`src/rtl/bram_fifo_ctrl.sv`:
```
// bram_fifo_ctrl
//   Wraps a 1-clock dual-port BRAM with three registered read stages (which
//   advance only while rden is high) into a valid/ready streaming FIFO.
//   Upstream writes go straight to the BRAM. Reads are issued as soon as data
//   is resident, and three valid bits follow the BRAM read stages. The last
//   stage is captured into a small skid FIFO that feeds the downstream port.
//
// Ports
//   clk, rst_n         clock, asynchronous active-low reset
//   s_data/s_valid     upstream write stream; s_ready = BRAM not full
//   m_data/m_valid     downstream stream (skid FIFO head / not empty)
//   m_ready            downstream accept
//   ram_wrAddr/ram_datain/ram_wren   BRAM write port
//   ram_rdAddr/ram_rden              BRAM read address / pipeline advance
//   ram_dataout        BRAM final read stage register
//   fill_level         entries written to the BRAM but not yet issued for read
module bram_fifo_ctrl #(
  parameter int C_RAM_WIDTH  = 64,
  parameter int C_RAM_DEPTH  = 512,
  parameter int C_SKID_DEPTH = 4
) (
  input  logic                               clk,
  input  logic                               rst_n,
  input  logic [C_RAM_WIDTH-1:0]             s_data,
  input  logic                               s_valid,
  output logic                               s_ready,
  output logic [C_RAM_WIDTH-1:0]             m_data,
  output logic                               m_valid,
  input  logic                               m_ready,
  output logic [$clog2(C_RAM_DEPTH)-1:0]     ram_wrAddr,
  output logic [C_RAM_WIDTH-1:0]             ram_datain,
  output logic                               ram_wren,
  output logic [$clog2(C_RAM_DEPTH)-1:0]     ram_rdAddr,
  output logic                               ram_rden,
  input  logic [C_RAM_WIDTH-1:0]             ram_dataout,
  output logic [$clog2(C_RAM_DEPTH+1)-1:0]   fill_level
);

  localparam int AW = $clog2(C_RAM_DEPTH);
  localparam int FW = $clog2(C_RAM_DEPTH + 1);
  localparam int SW = $clog2(C_SKID_DEPTH);
  localparam int CW = $clog2(C_SKID_DEPTH + 1);

  localparam logic [AW-1:0] PTR_LAST  = AW'(C_RAM_DEPTH - 1);
  localparam logic [FW-1:0] FILL_MAX  = FW'(C_RAM_DEPTH);
  localparam logic [SW-1:0] SKID_LAST = SW'(C_SKID_DEPTH - 1);
  localparam logic [CW-1:0] SKID_MAX  = CW'(C_SKID_DEPTH);

  logic [AW-1:0]          wr_ptr;
  logic [AW-1:0]          rd_ptr;
  logic [FW-1:0]          fill;
  logic [2:0]             vld;

  logic [C_RAM_WIDTH-1:0] skid_mem [C_SKID_DEPTH];
  logic [SW-1:0]          skid_head;
  logic [SW-1:0]          skid_tail;
  logic [CW-1:0]          skid_cnt;

  logic ram_full;
  logic pending;
  logic wr;
  logic issue;
  logic rden;
  logic push;
  logic pop;
  logic skid_full;
  logic skid_empty;

  always_comb begin
    ram_full   = (fill == FILL_MAX);
    pending    = (fill != '0);
    wr         = s_valid & ~ram_full;
    skid_full  = (skid_cnt == SKID_MAX);
    skid_empty = (skid_cnt == '0);
    pop        = ~skid_empty & m_ready;
    // Stall the read pipeline only when the word in the last stage has
    // nowhere to go; a same-cycle pop frees a slot for it.
    rden       = (pending | (vld != '0)) & ~(vld[2] & skid_full & ~pop);
    issue      = rden & pending;
    // The last stage is overwritten on rden, so capture it on that same edge.
    push       = rden & vld[2];
  end

  assign s_ready    = ~ram_full;
  assign ram_wren   = wr;
  assign ram_wrAddr = wr_ptr;
  assign ram_datain = s_data;
  assign ram_rdAddr = rd_ptr;
  assign ram_rden   = rden;
  assign fill_level = fill;
  assign m_valid    = ~skid_empty;
  assign m_data     = skid_mem[skid_head];

  // BRAM pointers, fill tracking and read-stage valid shadow
  always_ff @(posedge clk or negedge rst_n) begin
    if (!rst_n) begin
      wr_ptr <= '0;
      rd_ptr <= '0;
      fill   <= '0;
      vld    <= '0;
    end else begin
      if (wr) begin
        wr_ptr <= (wr_ptr == PTR_LAST) ? '0 : wr_ptr + AW'(1);
      end
      if (issue) begin
        rd_ptr <= (rd_ptr == PTR_LAST) ? '0 : rd_ptr + AW'(1);
      end
      case ({wr, issue})
        2'b10:   fill <= fill + FW'(1);
        2'b01:   fill <= fill - FW'(1);
        default: fill <= fill;
      endcase
      if (rden) begin
        vld <= {vld[1:0], issue};
      end
    end
  end

  // Output skid FIFO (circular buffer, depth need not be a power of two)
  always_ff @(posedge clk or negedge rst_n) begin
    if (!rst_n) begin
      for (int unsigned i = 0; i < C_SKID_DEPTH; i++) begin
        skid_mem[i] <= '0;
      end
      skid_head <= '0;
      skid_tail <= '0;
      skid_cnt  <= '0;
    end else begin
      if (push) begin
        skid_mem[skid_tail] <= ram_dataout;
        skid_tail <= (skid_tail == SKID_LAST) ? '0 : skid_tail + SW'(1);
      end
      if (pop) begin
        skid_head <= (skid_head == SKID_LAST) ? '0 : skid_head + SW'(1);
      end
      case ({push, pop})
        2'b10:   skid_cnt <= skid_cnt + CW'(1);
        2'b01:   skid_cnt <= skid_cnt - CW'(1);
        default: skid_cnt <= skid_cnt;
      endcase
    end
  end

endmodule

```
`config.mk`:
```
export PLATFORM = sky130hd
export DESIGN_NAME = bram_fifo_ctrl
export DESIGN_NICKNAME = d
export VERILOG_FILES = /design/src/rtl/bram_fifo_ctrl.sv
export SDC_FILE = /design/constraint.sdc
export NUM_CORES = 1
export LEC_CHECK = 0
export ABC_AREA = 1
export ABC_CLOCK_PERIOD_IN_PS = 6050
export BUFFER_PORTS_ARGS = -buffer_cell sky130_fd_sc_hd__buf_4
export CORE_ASPECT_RATIO = 0.7
export CORE_UTILIZATION = 35
export CTS_CLUSTER_DIAMETER = 100
export DETAILED_ROUTE_END_ITERATION = 8
export PLACE_DENSITY_LB_ADDON = 0.08
export SETUP_SLACK_MARGIN = 0.2
export SKIP_CTS_REPAIR_TIMING = 1
export SLEW_MARGIN = 10
export SYNTH_ARGS = -nofsm -noshare
export SYNTH_HDL_FRONTEND = slang
export SYNTH_SLANG_ARGS = --single-unit
```
`constraint.sdc`:
```
create_clock -name clk -period 6.05 [get_ports clk]
set_input_delay 1.815 -clock clk [delete_from_list [all_inputs] [get_ports clk]]
set_output_delay 1.815 -clock clk [all_outputs]
set_load 0.005 [all_outputs]
```
---- After elaboration in Yosys (flattened, before gate mapping) ----
Cells that the tools add are included.
cells by class
  $lt $le $gt $ge ......................... 3
  add/sub/neg operators ................... 8
  equal/unequal tests ..................... 10
  multiplexer cells ....................... 12
  bitwise gates (word level) .............. 14
  reduce and logical (&&, ||, !) cells .... 6
operators with widths
  cell                   number
  $bwmux 256             1
  $mux 64                3
  $bmux 64 s2            1
  $demux 64 s2           1
  $pmux 10 s2            1
  $add 9x1->9 const B    2
  $eq 9x9->1 const B     2
  $mux 9                 2
  $add 10x1->10 const B  1
  $eq 10x10->1 const B   1
  $reduce_bool 10->1     1
  $sub 10x1->10 const B  1
  $eq 2x2->1 const B     4
  $and 1x1->1            7
  $ge 3x3->1 const B     2
  $not 2->3              2
  $pmux 3 s2             1
  $add 2x1->2 const B    2
  $eq 2x1->1 const B     2
  $mux 2                 2
  $not 1->1              4
  $reduce_bool 2->1      2
  $add 3x1->3 const B    1
  $eq 3x3->1 const B     1
  other kinds (6)        6
word-level totals
  word-level logic and storage cells ...... 64
  output and inout bits ................... 160
  register bits after elaboration ......... 294
  bits of input ports ..................... 132

---- Logic depth before layout (Yosys ltp) ----
Gate-level depths: netlist of the first run.
  depth in word-level cells ............... 10
  gate-level depth with buffers ........... 18
  mapped depth without buffers ............ 17

---- Least setup slack after synthesis of the first run ----
No wires, ideal clock.
  path kind ............................... input -> output
  start ................................... input m_ready
  end ..................................... output ram_rden
  slack ................................... 1.942 ns
  cell stages on the path ................. 4
  arrival ................................. 2.293 ns
  path buffers ............................ 0
  data required time ...................... 4.235 ns
  cell sequence ........................... inv_1 -> nand4_4 -> nand2_1 -> inv_1
on the way
  word-level cells in the longest chain between the ends .. 5
RTL lines
  element      line  RTL
  from (decl)  29    input logic m_ready,
  $and 1x1->1  75    pop = ~skid_empty & m_ready;
  $not 1->1    78    rden = (pending | (vld != '0)) & ~(vld[2] & skid_full & ~pop);
  $and 1x1->1  78
  $not 1->1    78
  $and 1x1->1  78
  to (decl)    34    output logic ram_rden,
Every way passes these cells.

---- Final worst setup path of the first run ----
  start ................................... register skid_head[0]
  end ..................................... output m_data[49]
on the way
  word-level cells in the longest chain between the ends .. 4
RTL lines
  element                                      line  RTL
  from (decl)                                  55    logic [SW-1:0] skid_head;
  from (signal assigned)                       134   skid_head <= (skid_head == SKID_LAST) ? '0 : skid_head + SW'(1);
  $not 2->3 (implied by the code)              92    assign m_data = skid_mem[skid_head];
  $bmux 64 s2                                  92
  $mux 64 (implied by the code) (2 in series)  92
  to (decl)                                    27    output logic [C_RAM_WIDTH-1:0] m_data,
Every way passes these cells. The select of a mux whose other input is x is not followed.

==> results_dict.tcl, run 1 <==
set metrics [dict create \
    initial_utilization_pct 35.9 \
    grt_pass1_vias 11700 \
    post_drt_wl_per_cell_um 17.7 \
    routed-via-count 11900 \
    setup_violations 0 \
    grt_overflow 0 \
    syn_area_mm2 0.0144 \
    cp_common_cell "buf_4" \
    rsz0062_at_grt "no" \
    worstPathArrival_ns 3.00 \
    antenna_found_initial 1 \
    grt_max_degree 86 \
    yosysTopAreaCellShare_pct 51.1 \
    netlist_top_cells_area "dfrtp_1 51%, nand2_1 22%, o21ai_0 5.1%, nor2_1 3.9%, buf_4 3.3%" \
    cp-end-kind "primary output" \
    pwr-share-comb_pct 45.5 \
    synth_cell_type_count 30 \
    drive_gt1_share_pct 13.6 \
    clkLatencyLatePin_ns 0.52 \
    drv_slew 0 \
    final_antenna_net_count 0 \
    period_share_pct 79.6 \
    max_freq_mhz 208 \
    pin_count 292 \
    dr.pass1.iters 5 \
    cpPeakStageDelay_ns 0.95 \
    p_int_w 0.00601 \
    clkSinkCount 294 \
    critPathLaunchType "flop" \
    synthCells 1819 \
    hold_end "skid_mem[165]" \
    ys_seq_area_share_pct 51.1 \
    cap_violations 0 \
    crit_required_ns 4.24 \
    timing_worst_setup_path_type "reg2out" \
    tightest_slew_ns 0.978 \
    crit_start "skid_head[0]" \
    syn_nets 1972 \
    cp_slowest_cell "dfrtp_4" \
    clock_path_buffers 3 \
    p_leak_nw 8.61 \
    synth-seq-cells 294 \
    final-hold-violation-count 0 \
    reg2reg_to "fill_level[4]" \
    p_switching_w 0.00438 \
    drc_errors 0 \
    p_sw_share_pct 42.2 \
    diodes 0 \
    routabilityCongestion 0.797 \
    cts-buffers-inserted 34 \
    min_period_ns 4.82 \
    drt_wl_total_mm 43.1 \
    track_usage_pct 20.7 \
    vias_per_cell 4.90 \
    hp-class "reg2reg" \
    rr_startpoint "vld[2]" \
    r2r_setup_slack_ns 2.69 \
    peakVddDrop_uv 290 \
    ff2ff_path_depth 10 \
    syn2layout_area_growth_pct 15.2 \
    core_mm2 0.0401 \
    yosys_warnings 0 \
    num_rows 61 \
    drt-initial-drc-count 810 \
    grt_pass1_wl_mm 68.0 \
    holdPathStages 2 \
    nets 2031 \
    worstPathCellList "buf_4 > o21ai_0 > o22ai_1 > buf_4" \
    syn_area_per_cell_um2 7.92 \
    final_util_pct 41.3 \
    tns_ns 0 \
    slew_headroom_pct 34.8 \
    hold_path_startpoint "skid_mem[165]" \
    p_clk_share_pct 20.4 \
    die_w_um 244 \
    clk_pin_slew_ns 0.06 \
    cp_max_fo 68 \
    cts_tree "built" \
    dp_hpwl_mm 24.4 \
    die_area_mm2 0.0420 \
    p_seq_share_pct 34.1 \
    cts_max_level 2 \
    p_per_area_mw_per_mm2 626 \
    pre_cts_ws_ns 1.47 \
    portBuffers 163 \
    cts_root_buf "clkbuf_16" \
    worst_slack_ns 1.23 \
    finClkSkew_ns 0.0143 \
    holdWs_ns 0.471 \
    synth_top_area_cell "dfrtp_1" \
    status "complete, no violations" \
    fp.dieH_um 172 \
]
synth_stat cells:
cell type    n
nand2_1    863
dfrtp_1    294
nor2_1     150
o21ai_0    146
buf_4       64
o22ai_1     64
inv_1       40
clkbuf_1    39
buf_2       28
buf_6       25
nand3_1     21
ha_1        19
a21oi_1     14
xnor2_1      7
xor2_1       6
o21ai_1      5
nand2_2      4
nand4_2      4
nor2_8       4
nand3b_1     3
nor2_2       3
nor3_1       3
buf_1        2
fa_1         2
nand3_4      2
nand4_1      2
or2_2        2
nand4_4      1
nor3_2       1
o21a_1       1
registers in the layout, summed over array words and instances (netlist names):
name / count
skid_mem: 256
fill_level: 10
ram_rdAddr: 9
ram_wrAddr: 9
skid_cnt: 3
vld: 3
skid_head: 2
skid_tail: 2
routing by layer:
metal	vias up	wire [µm]	GRT usage [%]
li1	5816	-	-
met1	5759	20800	29.2
met2	316	19000	32.6
met3	56	2550	4.26
met4	2	680	4.40
met5	-	8	0.235
metrics by stage:
step,std cells,instance area (µm²),power (W)
after CTS,2439,16600,0.0105
after detailed placement,2377,15400,0.00836
after global placement,2377,15400,0.00830
after floorplan,1819,14400,0.00646
after global routing,2439,16600,0.0113
final,2439,16600,0.0104
cell families (layout without fill, tap and decap cells):
| kind of cell | Yosys count | in the layout | synth area share (%) |
|---|---|---|---|
| and+or+nand+nor | 1063 | 1063 | 29.2 |
| DFF | 294 | 294 | 51.1 |
| AOI/OAI and AO/OA | 230 | 230 | 8.57 |
| buffers and inverters | 198 | 283 | 8.38 |
| adders and majority gates | 21 | 21 | 1.93 |
| xor gates and xnor gates | 13 | 13 | 0.791 |
cells in the final DEF (no fill, tap or decap):
master	netlist	layout
a21oi_1	14	14
buf_12	0	2
buf_4	64	178
buf_8	0	1
bufinv_16	0	2
clkbuf_1	39	10
clkbuf_16	0	37
clkbuf_8	0	6
clkinv_2	0	7
clkinv_4	0	1
dfrtp_1	294	292
dfrtp_2	0	1
dfrtp_4	0	1
fa_1	2	2
ha_1	19	19
inv_1	40	38
inv_4	0	1
nand2_1	863	863
nand2_2	4	4
nand3_1	21	21
nand3_4	2	2
nand3b_1	3	3
nand4_1	2	2
nand4_4	1	5
nor2_1	150	150
nor2_2	3	3
nor2_8	4	4
nor3_1	3	3
nor3_2	1	1
o21a_1	1	1
o21ai_0	146	146
o21ai_1	5	5
o22ai_1	64	64
or2_2	2	2
xnor2_1	7	7
xor2_1	6	6
worst max-delay path by stage:
stage | end | slack [ns] | depth (start not counted)
floorplan | ram_rden | 1.94 | 4
global placement | ram_rden | 1.55 | 6
detailed placement | fill_level[4] | 1.47 | 12
CTS | m_data[49] | 1.25 | 4
global route | m_data[47] | 0.98 | 4
finish | m_data[49] | 1.23 | 4
power by group through the flow:
stage	Combinational [W]	Clock (W)	Sequential (W)
5_1_grt	0.00537	0.00226	0.00366
3_3_place_gp	0.00475	0	0.00355
4_1_cts	0.00482	0.00218	0.00354
2_1_floorplan	0.00312	0	0.00334
6_report	0.00473	0.00212	0.00354
3_5_place_dp	0.00481	0	0.00355
critical path: cells and delay by family, from the launching register on:
kind,cells,cell delay (ns)
flip-flops,1,0.95
buffers and inverters,2,0.91
AO/OA/AOI/OAI,2,0.59
final cells by class:
type,count,area (µm²)
repair buffers,181,1390
flip-flops and latches,294,7360
multi-input cells,1327,5870
clock buffers,53,1050
well taps,535,669
inverters,40,154
clock inverters,9,98.8
fillers,4147,23600
No activity file was read; power rests on OpenSTA's default activity.
==> run 2: changes to the inputs <==
ABC_AREA = 0   (was 1)
ABC_CLOCK_PERIOD_IN_PS = 4850   (was 6050)
clock period = 4.85 ns   (was 6.05 ns; I/O delays follow)
==> run 2 against run 1 <==
Compared with the run above:
- hold slack improved by 0.0068 ns
- total power grew 31%
- global-route usage fell by 5.4 points
- clock skew is 0.0065 ns higher
- clock power grew 17%
- count of clock-buffer cells in the layout is 3 higher
- register-to-register slack worse by 1.2 ns
- critical endpoint is now ram_rden
- largest cell class unchanged
- highest routed layer is now met4
==> results_dict.tcl, run 2 <==
set metrics [dict create \
    worstPathArrival_ns 2.42 \
    multi_input_area_mm2 0.00653 \
    drt-initial-drc-count 253 \
    synth_edf_count 0 \
    yosys_warnings 0 \
    period_share_pct 79.9 \
    cpPeakStageDelay_ns 0.30 \
    syn_area_mm2 0.0150 \
    largest_reg_flops 256 \
    p_total_w 0.0136 \
    syn_area_per_cell_um2 16.2 \
    cp_top_family "simple AND/OR/NAND/NOR gates" \
    die_area_mm2 0.0437 \
    synth_ff_type "dfrtp_1" \
    p_seq_share_pct 33.7 \
    syn_nets 1076 \
    finClkSkew_ns 0.0209 \
    cp_common_cell "buf_4" \
    crit_required_ns 3.39 \
    drive_gt1_share_pct 53.5 \
    fp.dieH_um 175 \
    ys_seq_area_share_pct 49.1 \
    p_int_w 0.00936 \
    yosysTopAreaCellShare_pct 49.1 \
    core_mm2 0.0423 \
    grt_overflow 0 \
    setup_violations 0 \
    cts_max_level 2 \
    clkSinkCount 294 \
    min_period_ns 3.87 \
    dr.pass1.iters 4 \
    stdcell_count 1607 \
    routed-via-count 7737 \
    synth-seq-cells 294 \
    cp_slowest_cell "nor4b_2" \
    rsz0062_at_grt "no" \
    critPathLaunchType "input pin" \
    routabilityCongestion 0.720 \
    antenna_found_initial 0 \
    dpl.cell_count 1548 \
    layout_common_cells "292 x dfrtp_1, 240 x mux2_4, 173 x buf_4, 64 x mux4_2, 38 x o21ai_0" \
    cap_violations 0 \
    drc_errors 0 \
    tns_ns 0 \
    p_per_area_mw_per_mm2 792 \
    post_drt_wl_per_cell_um 20.1 \
    dp_hpwl_mm 19.3 \
    yosysMostFrequentCell "dfrtp_1" \
    tightest_slew_ns 0.926 \
    drt_wl_total_mm 32.3 \
    cp_max_fo 6 \
    diodes 0 \
    synthCells 923 \
    vias_per_cell 4.81 \
    clkLatencyLatePin_ns 0.52 \
    p_sw_share_pct 31.1 \
    nets 1185 \
    peakVddDrop_uv 323 \
    p_switching_w 0.00423 \
    pin_count 292 \
    final-hold-violation-count 0 \
    pwr-share-comb_pct 48.1 \
    fillers 3864 \
    netlist_top_cells_area "dfrtp_1 49%, mux2_4 24%, mux4_2 9.6%, buf_12 3.2%, buf_4 3.2%" \
    cts_root_buf "clkbuf_16" \
    seq_area_mm2 0.00736 \
    largest-register "skid_mem" \
    max_freq_mhz 258 \
    synth_top_area_cell "dfrtp_1" \
    slew_headroom_pct 38.3 \
    clock_path_buffers 3 \
    status "complete, no violations" \
    final_antenna_net_count 0 \
    initial_utilization_pct 35.5 \
    die_w_um 249 \
    cts_tree "built" \
    grt_pass1_vias 8619 \
    track_usage_pct 15.3 \
    synth_cell_type_count 41 \
    p_clk_share_pct 18.3 \
    portBuffers 163 \
    worstPathCellList "buf_4 > nor4b_2 > nand2_1 > a21boi_0 > buf_4" \
    cp-end-kind "primary output" \
    timing_worst_setup_path_type "in2out" \
    syn2layout_area_growth_pct 14.5 \
    hp-class "reg2reg" \
    clk_pin_slew_ns 0.06 \
    synth_commonest_cells "294 x dfrtp_1, 240 x mux2_4, 64 x buf_4, 64 x mux4_2, 38 x o21ai_0" \
    num_rows 63 \
    drv_slew 0 \
    crit_buf_inv 2 \
    cts-buffers-inserted 34 \
    grt_max_degree 115 \
    final_common_cell "dfrtp_1" \
    grt_pass1_wl_mm 52.4 \
    p_leak_nw 8.11 \
    async_flop_share_pct 100 \
]
[run 2: cell types whose count changed after synthesis, moves of 22 or more]
| cell | delta |
|---|---|
| mux4_2 | +64 |
| mux2_4 | +240 |
| buf_6 | -24 |
| nor2_1 | -132 |
| inv_1 | -29 |
| o21ai_0 | -108 |
| nand2_1 | -844 |
| clkbuf_1 | -33 |
| o22ai_1 | -64 |
| buf_12 | +24 |
| mux2_2 | +22 |
[run 2: worst paths after layout]
check	start	to	slack, ns	cells past startpoint
setup / recovery	m_ready	ram_rden	0.98	5
hold / removal	skid_cnt[2]	skid_cnt[2]	0.48	1
setup reg to reg	fill_level[7]	fill_level[9]	1.50	11
hold reg to reg	skid_cnt[2]	skid_cnt[2]	0.48	1
max in group asynchronous	rst_n	skid_mem[24]	2.87	2
min in group asynchronous	rst_n	skid_mem[242]	1.00	1
[run 2: cells by family after synthesis]
group                    after synthesis  share of synthesized area [%]
AND/OR/NAND/NOR                       87                           3.35
XOR/XNOR                              12                          0.701
buffers and inverters                120                           7.36
flip-flops                           294                           49.1
multiplexers                         326                           35.3
AO/OA/AOI/OAI                         63                           2.35
adder cells (fa/ha/maj)               21                           1.85
[run 2: final cells by class]
cell class / instances / share of cell area (%)
flip-flops and latches: 294 / 42.9
multi-input cells: 509 / 38.0
repair buffers: 182 / 8.59
clock buffers: 56 / 6.10
well taps: 552 / 4.02
inverters: 11 / 0.241
clock inverters: 3 / 0.0875
[run 2: per-stage QoR]
step                      instance area (µm²)  hold WS [ns]  worst slack [ns]  util, %
after floorplan                         15000         0.447             0.958        -
after global placement                  16100         0.472             0.666     38.1
after detailed placement                16100         0.468             0.647     38.1
after CTS                               17200         0.482             0.948     40.6
after global routing                    17200         0.497             0.873     40.6
final                                   17200         0.478             0.976     40.6
[run 2: power by group through the flow]
stage	registers (W)	logic [W]	clock network, W
floorplan	0.00424	0.00519	0
global placement	0.00462	0.00661	0
detailed placement	0.00457	0.00668	0
CTS	0.00458	0.00668	0.00259
global route	0.00476	0.00705	0.00269
finish	0.00458	0.00653	0.00248
[run 2: layer usage]
metal	global-route usage [%]	vias to the layer above	wire (µm)
met3	4.01	46	1510
li1	-	3510	-
met5	0	-	0
met1	22.3	4022	16000
met4	3.78	0	589
met2	22.4	159	14300
==> run 3: changes to the inputs <==
ABC_AREA = 1   (was 0)
ABC_CLOCK_PERIOD_IN_PS = 3400   (was 4850)
clock period = 3.4 ns   (was 4.85 ns; I/O delays follow)
==> run 3 against run 2 <==
Compared with the run above:
- critical path type is now reg2out
- non-clock buffer count grew 21
- combinational power grew 37%
- die area is 3.9% lower
- cell count up 53%
- clock power increased by 44%
- sequential power grew 36%
- flip-flop and latch count is the same
- highest routed layer is now met5
- wire length grew 35%
- sequential share of layout area increased by 0.69 points
- count of clock-buffer cells in the layout decreased by 2
- setup slack worse by 0.66 ns
==> results_dict.tcl, run 3 (synthesis results as in run 1) <==
set metrics [dict create \
    clock_path_buffers 3 \
    rsz0062_at_grt "yes" \
    drv_slew 0 \
    post_drt_wl_per_cell_um 17.8 \
    vias_per_cell 4.89 \
    drt_wl_total_mm 43.7 \
    min_period_ns 3.09 \
    p_leak_nw 8.74 \
    worstPathCellList "inv_2 > buf_12 > o21ai_0 > o22ai_1 > buf_4" \
    pwr-share-comb_pct 47.7 \
    final_cell_area_mm2 0.0169 \
    dp_hpwl_mm 25.4 \
    fillers 4091 \
    clkSinkCount 294 \
    p_clk_share_pct 19.0 \
    cp_max_fo 26 \
    drc_errors 0 \
    final_common_cell "nand2_1" \
    setup_violations 0 \
    placed_area_mm2 0.0157 \
    largest_reg_flops 256 \
    largest-register "skid_mem" \
    seq_area_mm2 0.00737 \
    p_seq_share_pct 33.3 \
    initial_utilization_pct 35.9 \
    final_antenna_net_count 0 \
    critPathLaunchType "flop" \
    status "complete, no violations" \
    finClkSkew_ns 0.0257 \
    r2r_setup_slack_ns 0.72 \
    hp-class "in2async" \
    portBuffers 163 \
    grt_pass1_vias 12000 \
    grt_max_degree 99 \
    p_int_w 0.0108 \
    reg2reg_to "fill_level[4]" \
    worstPathArrival_ns 2.07 \
    layout_common_cells "862 x nand2_1, 288 x dfrtp_1, 183 x buf_4, 149 x nor2_1, 146 x o21ai_0" \
    syn2layout_area_growth_pct 17.3 \
    nets 2053 \
    multi_input_area_mm2 0.00588 \
    routed-via-count 12000 \
    cts_root_buf "clkbuf_16" \
    core_mm2 0.0401 \
    drt-initial-drc-count 836 \
    cts-buffers-inserted 34 \
    p_per_area_mw_per_mm2 1110 \
    cts_max_level 2 \
    cp_top_family "buffers and inverters" \
    die_area_mm2 0.0420 \
    crit_buf_inv 3 \
    final-hold-violation-count 0 \
    pin_count 292 \
    cp_num_cells 5 \
    cts_tree "built" \
    tightest_slew_ns 0.958 \
    slew_headroom_pct 36.1 \
    cp-end-kind "primary output" \
    tns_ns 0 \
    p_switching_w 0.00788 \
    rr_startpoint "fill_level[0]" \
    grt_pass1_wl_mm 69.0 \
    track_usage_pct 21.0 \
    p_sw_share_pct 42.1 \
    crit_required_ns 2.38 \
    cpPeakStageDelay_ns 0.43 \
    antenna_found_initial 2 \
    ff2ff_path_depth 14 \
    crit_start "skid_head[1]" \
    dr.pass1.iters 5 \
    timing_worst_setup_path_type "reg2out" \
    die_w_um 244 \
    drive_gt1_share_pct 14.7 \
    fp.dieH_um 172 \
    cp_slowest_cell "dfrtp_2" \
    peakVddDrop_uv 661 \
    cap_violations 0 \
    clkLatencyLatePin_ns 0.53 \
    grt_overflow 0 \
    clk_pin_slew_ns 0.06 \
    period_share_pct 90.8 \
    routabilityCongestion 0.827 \
    max_freq_mhz 324 \
    num_rows 61 \
]
run 3: worst max path at each step:
| stage | endpoint | slack (ns) |
|---|---|---|
| after global routing | m_data[5] | 0.18 |
| after floorplan | fill_level[4] | 0.23 |
| after CTS | m_data[37] | 0.03 |
| final | m_data[13] | 0.31 |
| after global placement | fill_level[4] | 0.35 |
| after detailed placement | fill_level[4] | 0.30 |
run 3: final cells by class:
type / count / share of cell area [%]
Clock buffer: 54 / 6.08
Inverter: 40 / 0.963
Clock inverter: 6 / 0.237
Tap cell: 535 / 3.96
Sequential cell: 294 / 43.6
Timing Repair Buffer: 203 / 10.3
Antenna cell: 1 / 0.0148
Multi-Input combinational cell: 1327 / 34.8
run 3: layer usage:
layer | vias to the layer above | wire, µm | global-route usage, %
li1 | 5853 | - | -
met1 | 5853 | 21000 | 29.6
met2 | 265 | 19700 | 33.1
met3 | 48 | 2390 | 4.32
met4 | 2 | 555 | 4.21
met5 | - | 17 | 0.235
run 3: power by group through the flow:
stage	registers [W]	clock network, W	logic [W]
4_1_cts	0.00622	0.00367	0.00896
2_1_floorplan	0.00595	0	0.00555
6_report	0.00622	0.00356	0.00892
3_3_place_gp	0.00623	0	0.00882
3_5_place_dp	0.00624	0	0.00895
5_1_grt	0.00643	0.00381	0.0101
run 3: stage by stage:
stage          power, W  setup slack, ns  std cells  hold WS, ns  util [%]
6_report         0.0187            0.311       2460        0.342      42.1
5_1_grt          0.0203            0.184       2459        0.329      42.1
4_1_cts          0.0189           0.0309       2455        0.320      41.8
3_5_place_dp     0.0152            0.297       2395        0.460      39.2
3_3_place_gp     0.0150            0.349       2395        0.456      39.2
2_1_floorplan    0.0115            0.229       1819        0.444         -
